`src/rtl/xbar_rr.sv`:
```
// PORTS x PORTS router crossbar: a round-robin arbiter per output with wormhole
// locking and downstream backpressure, followed by a registered output stage.
module xbar_rr #(
  parameter int PORTS      = 5,
  parameter int DATA_WIDTH = 32,
  parameter int VCH_WIDTH  = 2
) (
  input  logic                          clk,
  input  logic                          reset,
  input  logic [PORTS*DATA_WIDTH-1:0]   idata,
  input  logic [PORTS-1:0]              ivalid,
  input  logic [PORTS*VCH_WIDTH-1:0]    ivch,
  input  logic [PORTS-1:0]              itail,
  input  logic [PORTS-1:0]              req,
  input  logic [PORTS*PORTS-1:0]        port,
  input  logic [PORTS-1:0]              oready,
  output logic [PORTS*PORTS-1:0]        grt,
  output logic [PORTS*DATA_WIDTH-1:0]   odata,
  output logic [PORTS-1:0]              ovalid,
  output logic [PORTS*VCH_WIDTH-1:0]    ovch
);

  localparam int PW = (PORTS > 1) ? $clog2(PORTS) : 1;

  localparam logic [0:0] IDLE   = 1'b0;
  localparam logic [0:0] LOCKED = 1'b1;

  localparam logic [PW-1:0] LAST = PW'(PORTS - 1);

  // Per-output arbiter state; state/owner/ptr are the points to bind checkers to.
  logic [PORTS-1:0]                 state;
  logic [PORTS-1:0][PW-1:0]         owner;
  logic [PORTS-1:0][PW-1:0]         ptr;

  logic [PORTS-1:0][PORTS-1:0]      r;
  logic [PORTS-1:0]                 hit;
  logic [PORTS-1:0][PW-1:0]         sel;
  logic [PORTS-1:0]                 xfer;
  logic [PORTS-1:0]                 sel_tail;
  logic [PORTS-1:0][DATA_WIDTH-1:0] sel_data;
  logic [PORTS-1:0][VCH_WIDTH-1:0]  sel_vch;

  function automatic logic [PW-1:0] next_ptr(input logic [PW-1:0] cur);
    return (cur == LAST) ? '0 : cur + PW'(1);
  endfunction

  // r[o][i]: input i wants output o this cycle.
  always_comb begin
    r = '0;
    for (int o = 0; o < PORTS; o++) begin
      for (int i = 0; i < PORTS; i++) begin
        r[o][i] = req[i] & port[i*PORTS + o];
      end
    end
  end

  // Rotating scan from ptr; iterating downward leaves the first hit in rotation order.
  always_comb begin
    int            sum;
    logic [PW-1:0] cand;
    sum  = 0;
    cand = '0;
    hit  = '0;
    sel  = '0;
    for (int o = 0; o < PORTS; o++) begin
      if (!reset && oready[o]) begin
        if (state[o] == LOCKED) begin
          hit[o] = r[o][owner[o]];
          sel[o] = owner[o];
        end else begin
          for (int k = PORTS - 1; k >= 0; k--) begin
            sum = int'(ptr[o]) + k;
            if (sum >= PORTS) sum = sum - PORTS;
            cand = PW'(sum);
            if (r[o][cand]) begin
              hit[o] = 1'b1;
              sel[o] = cand;
            end
          end
        end
      end
    end
  end

  always_comb begin
    grt      = '0;
    xfer     = '0;
    sel_tail = '0;
    sel_data = '0;
    sel_vch  = '0;
    for (int o = 0; o < PORTS; o++) begin
      sel_data[o] = idata[int'(sel[o])*DATA_WIDTH +: DATA_WIDTH];
      sel_vch[o]  = ivch[int'(sel[o])*VCH_WIDTH +: VCH_WIDTH];
      sel_tail[o] = itail[sel[o]];
      xfer[o]     = hit[o] & ivalid[sel[o]];
      for (int i = 0; i < PORTS; i++) begin
        grt[i*PORTS + o] = hit[o] && (sel[o] == PW'(i));
      end
    end
  end

  // A granted cycle without ivalid is a bubble: nothing moves and the lock holds.
  always_ff @(posedge clk) begin
    if (reset) begin
      state  <= '0;
      owner  <= '0;
      ptr    <= '0;
      ovalid <= '0;
      odata  <= '0;
      ovch   <= '0;
    end else begin
      for (int o = 0; o < PORTS; o++) begin
        ovalid[o] <= xfer[o];
        if (xfer[o]) begin
          odata[o*DATA_WIDTH +: DATA_WIDTH] <= sel_data[o];
          ovch[o*VCH_WIDTH +: VCH_WIDTH]    <= sel_vch[o];
          if (state[o] == IDLE) begin
            if (sel_tail[o]) begin
              ptr[o] <= next_ptr(sel[o]);
            end else begin
              state[o] <= LOCKED;
              owner[o] <= sel[o];
            end
          end else if (sel_tail[o]) begin
            state[o] <= IDLE;
            ptr[o]   <= next_ptr(owner[o]);
          end
        end
      end
    end
  end

endmodule

```
`config.mk`:
```
export PLATFORM = sky130hd
export DESIGN_NAME = xbar_rr
export DESIGN_NICKNAME = d
export VERILOG_FILES = /design/src/rtl/xbar_rr.sv
export SDC_FILE = /design/constraint.sdc
export NUM_CORES = 1
export LEC_CHECK = 0
export CAP_MARGIN = 25
export CORE_UTILIZATION = 50
export CTS_BUF_LIST = sky130_fd_sc_hd__clkbuf_4
export DETAILED_ROUTE_END_ITERATION = 8
export DONT_BUFFER_PORTS = 1
export MAX_ROUTING_LAYER = met4
export PLACE_DENSITY = 0.64
export SYNTH_ARGS = -nofsm -noshare
export SYNTH_HDL_FRONTEND = slang
export SYNTH_SLANG_ARGS = --single-unit
```
`constraint.sdc`:
```
create_clock -name clk -period 12 [get_ports clk]
set_clock_uncertainty 0.05 [all_clocks]
set_input_delay 3 -clock clk [delete_from_list [all_inputs] [get_ports clk]]
set_output_delay 3 -clock clk [all_outputs]
set_load 0.02 [all_outputs]
```
After elaboration in Yosys (flattened, before gate mapping). Cells that the tools add are included. Widths: inputs -> output; s select.

Add/sub/neg operators: 55. Order comparisons: 60. Eq/ne operators: 25. Shift-type cells: 10. Multiplexer cells: 255. Bitwise gates (word level): 40. Reduce and logical (&&, ||, !) cells: 46.

Operators with widths (count): $shiftx 160x9->32 (5); $mux 3 (135); $lt 3x4->1 const B (35); $bmux 1 s3 (40); $ge 4x3->1 const B (20); $mux 1 (80); $sub 3x3->3 const B (25); $shiftx 10x5->2 (5); $add 3x2->4 const B (10); $add 3x1->3 const B (10); $and 1x1->1 (30); $eq 3x2->1 const B (10); $eq 3x3->1 const B (10); $logic_and 1x1->1 (30); $add 3x1->4 const B (5); $add 3x3->4 const B (5); $eq 3x1->1 const B (5); $ge 3x3->1 const B (5); $logic_not 3->1 (5); $reduce_and 3->1 (5); $not 1->1 (10); $reduce_and 2->1 (5); $logic_not 1->1 (1).

Register bits: 210. Input bits: 217. Output and inout port bits: 200. Logic and storage cells: 517.

Longest topological paths before layout.
Word-level depth: 18. Depth in mapped cells: 23. Gate-level depth less buffers: 19.

Worst setup path before layout. Ideal clock, no wire load.

Kind: input to output. Start point: input req[0]. End point: output grt[19]. Arrival time: 5.857 ns. Data required time: 8.950 ns. Setup slack: 3.093 ns. Cell stages on the path: 15. Buffers on the path: 4. Cell sequence: buf_2 nand2_1 o21ai_0 mux4_2 a21o_1 a21o_1 a221o_1 a31o_1 buf_4 inv_2 buf_4 clkbuf_1 ha_1 ha_1 and2_1.

RTL lines: start, declared (line 14) `input logic [PORTS-1:0] req,`; end, declared (line 17) `output logic [PORTS*PORTS-1:0] grt,`.

Final worst setup path.
Start point: input req[0]. End point: output grt[24].

Word-level cells in the longest chain between the ends: 12. Elaborated cells on any way between the ends: 29. Those cells by class: eq/ne (1); mux (26); bitwise (1); reduce/logical (1).

RTL lines: $and 1x1->1 (*) (line 52) `r[o][i] = req[i] & port[i*PORTS + o];`; $bmux 1 s3 (line 75) `if (r[o][cand]) begin`; $mux 1 (not written as such) (line 75); $mux 3 (5 in a row) (line 75); $mux 3 (line 67) `if (state[o] == LOCKED) begin`; $mux 3 (line 66) `if (!reset && oready[o]) begin`; $eq 3x3->1 (line 97) `grt[i*PORTS + o] = hit[o] && (sel[o] == PW'(i));`; $logic_and 1x1->1 (*) (line 97).

Every way passes the cells marked *; elsewhere a longest branch is shown, timed or not. The select of a mux whose other input is x is not followed.

==> out/summary.txt <==
Die H: 213 um
status: completed
worst-path maximum fanout: 42
Comb power frac: 0.481
Post-CTS Hold Fix Bufs: 0
Clock power frac: 0.202
Fin. Hold Viols: 0
Post-DP Area: 0.0221 mm2
post-route setup slack: 2400 ps
Period Utilization, post-route: 0.800
Min-Delay Path Class: reg -> reg
Final Total Pwr: 3.63 mW
wire per inst: 29.7 um
pin count of the biggest net entering global routing: 90
Post-synth EDFFs: 0
post-synthesis xor/xnor area fraction: 0.0117
GRT Util Overall: 0.421
synth top area cells: dfxtp_1, mux2i_1, nand2_1, ha_1, a21oi_1
post-synthesis mux area share: 0.177
most common library cells after synthesis: mux2i_1, nand2_1, dfxtp_1, nor2_1, a21oi_1
maximum clock path buffer count: 3
Multi-input gate area: 0.0165 mm2
final antenna-violating net count: 0
share of Yosys cell area claimed by the top area cell type: 0.189
Ys Warns: 0
worst hold slack: 481 ps
Fmax: 104 MHz
Post-Synth Simple-Gate Area: 0.192
layout cells sized above 1: 0.124
core area: 0.0435 mm2
Synth area leader: dfxtp_1
Static Leak: 8.91 nW
final instance area: 0.0229 mm2
dpl cells: 3134
setup tns final: 0 ps
initial antenna violation count: 3
power share of the sequential group: 0.318
Post-Route Utilization: 0.528
WL final: 96.5 mm
Startpoint Class: input pin
Finished Layout Cells: 3252
Compound-Gate Fraction of Synth Area: 0.312
CTS Root Cell: clkbuf_4
IO Pins: 417
sw power: 1.77 mW
max_cap viols: 0
post-DP HPWL: 65.0 mm
Seq. cell area: 0.00420 mm2
Congestion Overflow GR: 0
worst setup path class: in -> out
Vias: 23700
crit end category: output pin
minimum clock period: 9600 ps
first-pass GRT wire length: 141 mm
post-CTS setup buffers: 0
Setup-failing EPs final: 0
internal power: 1.86 mW
Worst EP arrival: 6550 ps
Synth Area in Adders: 0.0466
drt drc: 0
pins over their slew limit: 0
Syn-to-layout area delta: 2.99%
port bufs: 0
GP Congestion: 1.00
vias in the first global route: 22400
Worst-Skew Late Latency: 850 ps
CTS Buf Count: 61
post-CTS sizing: 0
TritonCTS clock tree: done
H-tree Lvls: 2
drt pass-1 iters: 7
pre-CTS setup slack: 2510 ps
Final #Nets: 2913
post-synth cell types: 119
Yosys reg bits: 210
Tightest Pin Transition: 1060 ps
post-synth net total: 3060
pwr dens: 158 mW/mm2
cell with the most instances after synthesis: mux2i_1
RSZ-0062 raised after global routing: no
Sw Ratio: 0.487
largest family of logic cells by synthesized area: compound AO/OA/AOI/OAI gates
Core Rows: 76
die width: 213 um
required time worst endpoint: 8950 ps
TritonCTS Sinks: 210
via-per-instance ratio: 7.30
Fill cells: 4172
DIE AREA: 0.0454 mm2
starting density of the core: 0.512
Synth Instances: 2763
Mean Syn Cell Area: 8.06 um2
Post-Syn Area: 0.0223 mm2
Clk pin slew, worst setup/hold paths: 70 ps
FFs w/ async S/R, synth: 0
Rel. slew slack: 0.292
drt initial violations: 2893
VDD IR max: 91.7 uV
sequential share of the synthesized area: 0.189
Top FF cell, synth: dfxtp_1
-- per-layer routing --
metal / track usage / up-vias / wire length, um
met2: 0.626 / 1721 / 41600
met4: 0.198 / 0 / 5090
met3: 0.126 / 384 / 12800
met1: 0.518 / 11300 / 37000
met5: - / - / 0
li1: - / 10300 / -
-- cell families after synthesis --
logic type | Yosys count
AO/OA/AOI/OAI | 866
XOR/XNOR | 29
adder cells (fa/ha/maj) | 80
buffers and inverters | 328
flip-flops | 210
multiplexers | 370
AND/OR/NAND/NOR | 880
-- worst paths after layout --
| path | endpoint | slack, ps | cells after the start | from |
|---|---|---|---|---|
| min reg2reg | owner[9] | 480 | 2 | owner[9] |
| max | grt[24] | 2400 | 11 | req[0] |
| min | owner[9] | 480 | 2 | owner[9] |
| max reg2reg | odata[95] | 5030 | 16 | ptr[7] |
-- cell type report --
type / count / share of cell area
Clock buffer: 89 / 0.0291
Clock inverter: 23 / 0.00524
Multi-Input combinational cell: 2225 / 0.721
Antenna cell: 2 / 0.000218
Sequential cell: 210 / 0.183
Inverter: 82 / 0.0140
Tap cell: 585 / 0.0319
Timing Repair Buffer: 36 / 0.0148
-- worst max-delay path, cell delays in order --
cell	delay [ps]
nand2_1	160
o21ai_0	110
mux4_2	530
a21o_1	240
or3_1	340
o21ai_1	230
o21a_1	490
inv_2	430
buf_4	430
ha_1	310
and3_1	220
-- power by group through the flow --
stage / logic (mW) / clock network (mW) / registers (mW)
finish: 1.75 / 0.733 / 1.15
global route: 1.86 / 0.771 / 1.16
CTS: 1.69 / 0.737 / 1.14
detailed placement: 1.69 / 0 / 1.16
global placement: 1.66 / 0 / 1.16
floorplan: 1.37 / 0 / 1.07
-- placed cells by master (no fill, tap or decap), drive strengths merged, types with 55 or more instances in the layout --
cell type  count
inv           84
clkbuf        89
a22oi        111
mux2          55
nand3        117
o31ai         82
mux2i        307
nand2        281
ha            75
nor3          82
a21oi        144
dfxtp        210
o21ai         58
nor2         189
-- registers in the layout, summed over array words and instances, names as in the netlist --
| name | cells |
|---|---|
| ovalid | 5 |
| owner | 15 |
| state | 5 |
| ovch | 10 |
| ptr | 15 |
| odata | 160 |
Power figures use the tool's default switching activity.
